## src/rtl/dwt_pkg.sv

```systemverilog
// Shared types and widths for the DWT front end: sample/level widths,
// the row reader FSM states and the tagged word carried through the skid buffer.
package dwt_pkg;

    localparam int DWT_DATA_W  = 16;
    localparam int DWT_USEDW_W = 8;

    typedef enum logic [0:0] {
        IDLE  = 1'b0,
        BURST = 1'b1
    } dwt_rd_state_t;

    typedef struct packed {
        logic [DWT_DATA_W-1:0] data;
        logic                  sop;
        logic                  eop;
        logic                  sof;
        logic                  eof;
    } dwt_word_t;

endpackage

```

## src/rtl/dwt_skid_buf.sv

```systemverilog
// Four-entry circular buffer of tagged words; absorbs the words still in flight
// from the FIFO when the lifting stage stops accepting.
module dwt_skid_buf
    import dwt_pkg::*;
(
    input  logic       clock_i,
    input  logic       sclr_i,
    input  logic       push_i,
    input  dwt_word_t  word_i,
    input  logic       pop_i,
    output dwt_word_t  head_o,
    output logic [2:0] count_o
);

    dwt_word_t  mem_q [4];
    logic [1:0] wrPtr_q;
    logic [1:0] rdPtr_q;
    logic [2:0] count_q;

    always_ff @(posedge clock_i) begin
        if (sclr_i) begin
            wrPtr_q <= '0;
            rdPtr_q <= '0;
            count_q <= '0;
        end else begin
            if (push_i) begin
                wrPtr_q <= wrPtr_q + 2'd1;
            end
            if (pop_i) begin
                rdPtr_q <= rdPtr_q + 2'd1;
            end
            case ({push_i, pop_i})
                2'b10:   count_q <= count_q + 3'd1;
                2'b01:   count_q <= count_q - 3'd1;
                default: count_q <= count_q;
            endcase
        end
    end

    // Storage needs no reset: the pointers and count decide what is visible.
    always_ff @(posedge clock_i) begin
        if (push_i) begin
            mem_q[wrPtr_q] <= word_i;
        end
    end

    assign head_o  = mem_q[rdPtr_q];
    assign count_o = count_q;

endmodule

```

## src/rtl/dwt_fifo_reader.sv

```systemverilog
// Row-burst reader for the DWT sample FIFO: waits until a whole row is buffered,
// reads it out through a skid buffer and tags each word with row/frame markers.
module dwt_fifo_reader
    import dwt_pkg::*;
#(
    parameter int DATA_W  = DWT_DATA_W,
    parameter int USEDW_W = DWT_USEDW_W,
    parameter int ROW_LEN = 64,
    parameter int ROWS    = 64
) (
    input  logic               clock,
    input  logic               sclr,
    input  logic [DATA_W-1:0]  fifo_q,
    input  logic               fifo_empty,
    input  logic               fifo_full,
    input  logic [USEDW_W-1:0] fifo_usedw,
    output logic               fifo_rdreq,
    output logic [DATA_W-1:0]  out_data,
    output logic               out_valid,
    input  logic               out_ready,
    output logic               out_sop,
    output logic               out_eop,
    output logic               out_sof,
    output logic               out_eof,
    output logic               busy
);

    localparam int RD_W  = $clog2(ROW_LEN + 1);
    localparam int ROW_W = $clog2(ROWS + 1);
    localparam logic [RD_W-1:0]  RD_LAST   = RD_W'(ROW_LEN - 1);
    localparam logic [RD_W-1:0]  RD_LIMIT  = RD_W'(ROW_LEN);
    localparam logic [ROW_W-1:0] ROW_LAST  = ROW_W'(ROWS - 1);
    localparam logic [USEDW_W:0] LEVEL_MIN = (USEDW_W + 1)'(ROW_LEN);

    dwt_rd_state_t    state_q, state_d;
    logic [RD_W-1:0]  rdCnt_q, rdCnt_d;
    logic [ROW_W-1:0] rowCnt_q, rowCnt_d;
    logic             inflight_q;
    logic [3:0]       tag_q;
    logic             issueSop, issueEop, issueSof, issueEof;
    logic             rdReq, popWord;
    logic [2:0]       bufCount;
    dwt_word_t        pushWord, headWord;

    // Issue decision uses only registered state and fifo_empty, never out_ready.
    always_comb begin
        issueSop = (rdCnt_q == '0);
        issueEop = (rdCnt_q == RD_LAST);
        issueSof = issueSop && (rowCnt_q == '0);
        issueEof = issueEop && (rowCnt_q == ROW_LAST);
        rdReq    = (state_q == BURST) && !fifo_empty
                && ((bufCount + {2'b00, inflight_q}) < 3'd3)
                && (rdCnt_q < RD_LIMIT);
    end

    always_comb begin
        state_d  = state_q;
        rdCnt_d  = rdCnt_q;
        rowCnt_d = rowCnt_q;
        case (state_q)
            IDLE: begin
                if (fifo_full || ({1'b0, fifo_usedw} >= LEVEL_MIN)) begin
                    state_d = BURST;
                end
            end
            BURST: begin
                if (rdReq && issueEop) begin
                    state_d = IDLE;
                end
            end
            default: state_d = IDLE;
        endcase
        if (rdReq) begin
            if (issueEop) begin
                rdCnt_d  = '0;
                rowCnt_d = (rowCnt_q == ROW_LAST) ? '0 : rowCnt_q + 1'b1;
            end else begin
                rdCnt_d = rdCnt_q + 1'b1;
            end
        end
    end

    // Tags are frozen at issue time and paired with fifo_q one cycle later.
    always_ff @(posedge clock) begin
        if (sclr) begin
            state_q    <= IDLE;
            rdCnt_q    <= '0;
            rowCnt_q   <= '0;
            inflight_q <= 1'b0;
            tag_q      <= '0;
        end else begin
            state_q    <= state_d;
            rdCnt_q    <= rdCnt_d;
            rowCnt_q   <= rowCnt_d;
            inflight_q <= rdReq;
            if (rdReq) begin
                tag_q <= {issueSop, issueEop, issueSof, issueEof};
            end
        end
    end

    always_comb begin
        pushWord.data = fifo_q;
        pushWord.sop  = tag_q[3];
        pushWord.eop  = tag_q[2];
        pushWord.sof  = tag_q[1];
        pushWord.eof  = tag_q[0];
    end

    assign popWord = out_valid && out_ready;

    dwt_skid_buf u_skid (
        .clock_i (clock),
        .sclr_i  (sclr),
        .push_i  (inflight_q),
        .word_i  (pushWord),
        .pop_i   (popWord),
        .head_o  (headWord),
        .count_o (bufCount)
    );

    assign fifo_rdreq = rdReq;
    assign out_valid  = (bufCount != 3'd0);
    assign out_data   = out_valid ? headWord.data : '0;
    assign out_sop    = out_valid && headWord.sop;
    assign out_eop    = out_valid && headWord.eop;
    assign out_sof    = out_valid && headWord.sof;
    assign out_eof    = out_valid && headWord.eof;
    assign busy       = (state_q == BURST) || out_valid;

endmodule
```

## config.mk

```make
export PLATFORM = sky130hd
export DESIGN_NAME = dwt_fifo_reader
export DESIGN_NICKNAME = d
export VERILOG_FILES = /design/src/rtl/dwt_pkg.sv /design/src/rtl/dwt_skid_buf.sv /design/src/rtl/dwt_fifo_reader.sv
export SDC_FILE = /design/constraint.sdc
export NUM_CORES = 1
export LEC_CHECK = 0
export ABC_AREA = 1
export CAP_MARGIN = 20
export CORE_UTILIZATION = 45
export DETAILED_ROUTE_END_ITERATION = 8
export DONT_BUFFER_PORTS = 1
export HOLD_SLACK_MARGIN = 0.02
export PLACE_DENSITY = 0.69
export SETUP_SLACK_MARGIN = 0.05
export SYNTH_ARGS = -nofsm -noshare
export SYNTH_HDL_FRONTEND = slang
export SYNTH_SLANG_ARGS = --single-unit
```

## constraint.sdc

```tcl
create_clock -name clock -period 3.5 [get_ports clock]
set_input_delay 0.525 -clock clock [delete_from_list [all_inputs] [get_ports clock]]
set_output_delay 0.525 -clock clock [all_outputs]
set_load 0.02 [all_outputs]
```

# [After elaboration in Yosys (flattened, before gate mapping)]
# Memory sizes are Yosys's and may differ from the RTL's. A register that Yosys moved wholly into a read port is not among the register bits.
# Index checks and enable logic that the tools add are counted.
[totals] ff_bits=27 n_memories=1 ramBits=80 inputBits=29 output_inout_bits=23 wordCells=54
[memory_table] memory="u_skid.mem_q" depth=4 word_bits=20 read_ports=1 rd_ports_with_merged_regs=1 write_ports=1 line_no="dwt_skid_buf.sv:15" rtl="dwt_word_t mem_q [4];"
[classes] reduce_logical=19 magnitude_cmp=3 muxes=11 bitwise_logic=1 eq_ne=4 n_addsub=7
[op_table] cell="$mux W16" n=1
[op_table] cell="$add A7 B1 Y7 const B" n=2
[op_table] cell="$eq A7 B6 Y1 const B" n=2
[op_table] cell="$logic_not A7 Y1" n=2
[op_table] cell="$mux W7" n=2
[op_table] cell="$logic_and A1 B1 Y1" n=11
[op_table] cell="$ge A8 B7 Y1 const B" n=1
[op_table] cell="$lt A7 B7 Y1 const B" n=1
[op_table] cell="$pmux W3 S2" n=1
[op_table] cell="$add A2 B1 Y2 const B" n=2
[op_table] cell="$mux W1" n=4
[op_table] cell="$mux W2" n=2
[op_table] cell="$add A3 B1 Y3" n=1
[op_table] cell="$add A3 B1 Y3 const B" n=1
[op_table] cell="$lt A3 B2 Y1 const B" n=1
[op_table] cell="$reduce_bool A3 Y1" n=1
[op_table] cell="$sub A3 B1 Y3 const B" n=1
[op_table] cell="$eq A2 B1 Y1 const B" n=1
[op_table] cell="$eq A2 B2 Y1 const B" n=1
[op_table] cell="$logic_or A1 B1 Y1" n=2
[op_table] cell="$pmux W1 S2" n=1
[op_table] cell="$reduce_and A2 Y1" n=1
[op_table] cell="$reduce_bool A2 Y1" n=1
[op_table] cell="$logic_not A1 Y1" n=1
[op_table] cell="$not A1 Y1" n=1

# [Longest topological paths before layout]
[depth] depth_word=7 mapped_depth=11 ltp_nobuf=11

# [By module]
# From an unflattened synthesis, not the netlist that was laid out.
[unflattened] hier_cells=450 hier_area_um2=4621.9
[modules_own_cells] module="dwt_skid_buf" cells_each=250 area_each_um2=3374.5 seq_area_each_um2=2582.5 instances=1
[modules_own_cells] module="dwt_fifo_reader" cells_each=200 area_each_um2=1247.4 seq_area_each_um2=400.4 instances=1

# [Worst setup path after synthesis]
# OpenSTA, ideal clock, no wires.
[synth_path] path_kind="input-to-reg" startpoint="in out_ready" endpoint="reg u_skid.count_q[2], in the netlist u_skid.count_o[2]" setup_time_ns=0.122 n_path_buf=0 path_slack_ns=1.613 path_stages=9 t_required_ns=3.378 t_arrival_ns=1.765 path_cell_list="inv_1 > nor2_1 > ha_1 > inv_1 > fa_1 > a21oi_1 > o21ai_0 > o21ai_0 > a21oi_1"
[synth_between] elab_chain_cells=3 elab_cells_between_ends=5 classes_between="2 x eq/ne; 1 x mux; 2 x reduce/logical"
[synth_lines] element="from (decl)" line_no="dwt_fifo_reader.sv:20" rtl="input logic out_ready,"
[synth_lines] element="$logic_and A1 B1 Y1 (*)" line_no="dwt_fifo_reader.sv:110" rtl="assign popWord = out_valid && out_ready;"
[synth_lines] element="$eq A2 B1 Y1 or $eq A2 B2 Y1 (tied branches)" line_no="dwt_skid_buf.sv:32" rtl="case ({push_i, pop_i})"
[synth_lines] element="$pmux W3 S2 or $reduce_bool A2 Y1 (tied branches)"
[synth_lines] element="to (signal assigned)" line_no="dwt_skid_buf.sv:33" rtl="2'b10: count_q <= count_q + 3'd1;"
[synth_lines] element="to (signal assigned)" line_no="dwt_skid_buf.sv:34" rtl="2'b01: count_q <= count_q - 3'd1;"
[synth_lines] element="to (signal assigned)" line_no="dwt_skid_buf.sv:35" rtl="default: count_q <= count_q;"
[synth_lines] element="to (decl)" line_no="dwt_skid_buf.sv:18" rtl="logic [2:0] count_q;"
# Mark *: on every way between the ends. The rest lies on a longest branch, timed or not.
# A chain may end at the register's enable or synchronous reset.

==> results.json <==
{
  "floorplan.die_area_um2": 10600,
  "relSlewSlack": 0.386,
  "power_leakage_uw": 0.00180,
  "wl_per_cell_um": 14.8,
  "first_iter_violations": 155,
  "fin_ws_ps": 758,
  "wl_mm": 8.68,
  "cp.required_ps": 2970,
  "timing.rr.start": "u_skid.count_o[1]$_SDFFE_PP0P_",
  "grt_max_degree": 30,
  "track_usage": 0.172,
  "internal_power_uw": 1780,
  "hp-class": "primary input to flop",
  "report.final.setup_viol": 0,
  "swShare": 0.297,
  "synth_area_um2": 4580,
  "max_freq_ghz": 0.365,
  "ff2ff_path_depth": 10,
  "slew_viol_final": 0,
  "antenna_found_initial": 0,
  "postCtsSetupRepairBufs": 0,
  "final_cell_mix": "nor2_1, edfxtp_1, o21ai_0, nand2_1, a21oi_1",
  "clock_skew_ps": 15.2,
  "worstSetupEndpoint": "out_eof",
  "portBuffers": 0,
  "cts_buffers": 9,
  "place_hpwl_mm": 5.48,
  "areaGrowthSynthToFinish_pct": 7.29,
  "die_height_um": 103,
  "rsz0062_at_grt": "no",
  "setup_tns_ps": 0,
  "finalHoldViolations": 0,
  "grt_pass1_wl_mm": 13.5,
  "power_density_nw_per_um2": 514,
  "clock_path_buffers": 2,
  "ys_ff_latch": 109,
  "cts_tree": "done",
  "cts_resized": 0,
  "ys_types": 27,
  "final_nets": 488,
  "yosysSeqAreaShare": 0.651,
  "fin_crit_ps": 2740,
  "synth_cells": 448,
  "root_buffer": "clkbuf_8",
  "synth_nets": 489,
  "core_um2": 9820,
  "hold_buffers": 0,
  "start_kind": "flop",
  "cp_slowest_cell": "a21oi_1",
  "drv_cap": 0,
  "rows": 36,
  "cts_sinks": 109,
  "antennaDiodeCount": 0,
  "max_stage_delay_ps": 490,
  "drc_errors": 0,
  "routed_via_density": 5.13,
  "combPwrFrac": 0.139,
  "worstPathCellList": "inv_1 > buf_4 > o21ai_0 > a21oi_1",
  "critical_path_class": "flop to output pin",
  "pwr-share-seq": 0.570,
  "ir_worst_vdd_v": 0.000195,
  "outcome": "complete, no violations",
  "initial_core_util": 0.467,
  "final_common_cell": "nor2_1",
  "antenna_left": 0,
  "reg2reg_slack_ps": 1290,
  "power.total_uw": 2530,
  "routabilityCongestion": 0.879,
  "ios": 52,
  "p_sw_uw": 750,
  "die_w_um": 103,
  "fin_crit_sh": 0.783,
  "preCtsSetupSlack_ps": 1150,
  "r2r_end": "u_skid.count_o[2]$_SDFFE_PP0P_",
  "cts-htree-levels": 3,
  "grt_remaining_overflow": 0,
  "clock_latency_ps": 370,
  "worstMarginPinSlew_ps": 920,
  "num_vias": 3002,
  "numPlacedInstances": 569,
  "layout-drive-gt1-share": 0.0752,
  "power_frac_clock": 0.292,
  "crit_arrival_ps": 2220,
  "clkTransAtPathRegs_ps": 110,
  "fin_cells": 585,
  "yosys_warnings": 0,
  "fin_hold_ws_ps": 212,
  "critPathMaxFanout": 26,
  "synth_area_per_cell_um2": 10.2,
  "drt_first_pass_iters": 5,
  "endpoint_kind": "output pin",
  "grt_pass1_vias": 2881
}
## worst max-delay path, delay by kind of cell (launching register included)
kind	cells	cell delay, ps
AO/OA/AOI/OAI	2	620
buffers and inverters	2	730
flip-flops	1	480
## metal layers
metal  vias to the layer above  GRT usage  share of wire
met5                         -          0              0
met4                         0     0.0661          0.011
met3                        10     0.0515          0.056
met2                        57      0.314           0.51
met1                      1432      0.187           0.42
li1                       1503          -              -
## sequential cells by signal, summed over array words and instances, names as in the netlist, named ones only
| signal | cells |
|---|---|
| rowCnt_q | 7 |
| u_skid.mem_q | 80 |
| u_skid.rdPtr_q | 2 |
| tag_q | 4 |
| inflight_q | 1 |
| state_q | 1 |
| rdCnt_q | 7 |
| u_skid.wrPtr_q | 2 |
| u_skid.count_o | 3 |
## worst min-delay path by stage
stage | startpoint | to | slack [ps] | depth (start not counted)
2_1_floorplan | rdCnt_q[6]$_SDFFE_PP0N_ | rdCnt_q[6]$_SDFFE_PP0N_ | 440 | 2
3_3_place_gp | rdCnt_q[6]$_SDFFE_PP0N_ | rdCnt_q[6]$_SDFFE_PP0N_ | 450 | 2
3_5_place_dp | rdCnt_q[6]$_SDFFE_PP0N_ | rdCnt_q[6]$_SDFFE_PP0N_ | 460 | 2
4_1_cts | sclr | tag_q[2]$_SDFFE_PP0N_ | 190 | 1
5_1_grt | sclr | tag_q[2]$_SDFFE_PP0N_ | 180 | 1
6_report | sclr | rowCnt_q[3]$_SDFFE_PP0P_ | 210 | 1
## power groups by stage
stage	combinational [uW]	clock [uW]	sequential [uW]
finish	351	737	1440
global route	392	815	1440
CTS	354	762	1440
detailed placement	354	0	1470
global placement	343	0	1470
floorplan	291	0	1450
## area by class of cell
class	instances	area, um2
fillers	915	4900
flip-flops and latches	109	2980
multi-input cells	282	1380
well taps	133	166
inverters	40	150
clock buffers	9	124
clock inverters	7	72.6
repair buffers	5	37.5
## through the flow
step | utilization | instance area (um2)
final | 0.501 | 4920
after global routing | 0.501 | 4920
after CTS | 0.501 | 4920
after detailed placement | 0.481 | 4720
after global placement | 0.481 | 4720
after floorplan | - | 4580
## Yosys cell counts, drive strengths merged
master | number | area [um2]
fa | 1 | 20.0
o21ai | 48 | 240
a21oi | 38 | 190
edfxtp | 80 | 2400
nand3 | 16 | 92.6
ha | 11 | 138
nor2 | 103 | 404
dfxtp | 29 | 581
nand2 | 50 | 198
clkbuf | 11 | 41.3
xor2 | 1 | 8.76
nand4 | 5 | 31.3
or2 | 1 | 6.26
inv | 40 | 150
and3 | 1 | 6.26
nor3 | 6 | 35.0
o21bai | 1 | 7.51
buf | 6 | 31.3
## cells by family (layout without fill, tap and decap cells)
logic type | after synthesis | count (layout) | synth area share
buffers and inverters | 57 | 61 | 0.0486
and+or+nand+nor | 182 | 182 | 0.169
AOI/OAI and AO/OA | 87 | 87 | 0.0956
xor gates and xnor gates | 1 | 1 | 0.00191
DFF | 109 | 109 | 0.651
adders and majority gates | 12 | 12 | 0.0344
Power figures use the tool's default switching activity.
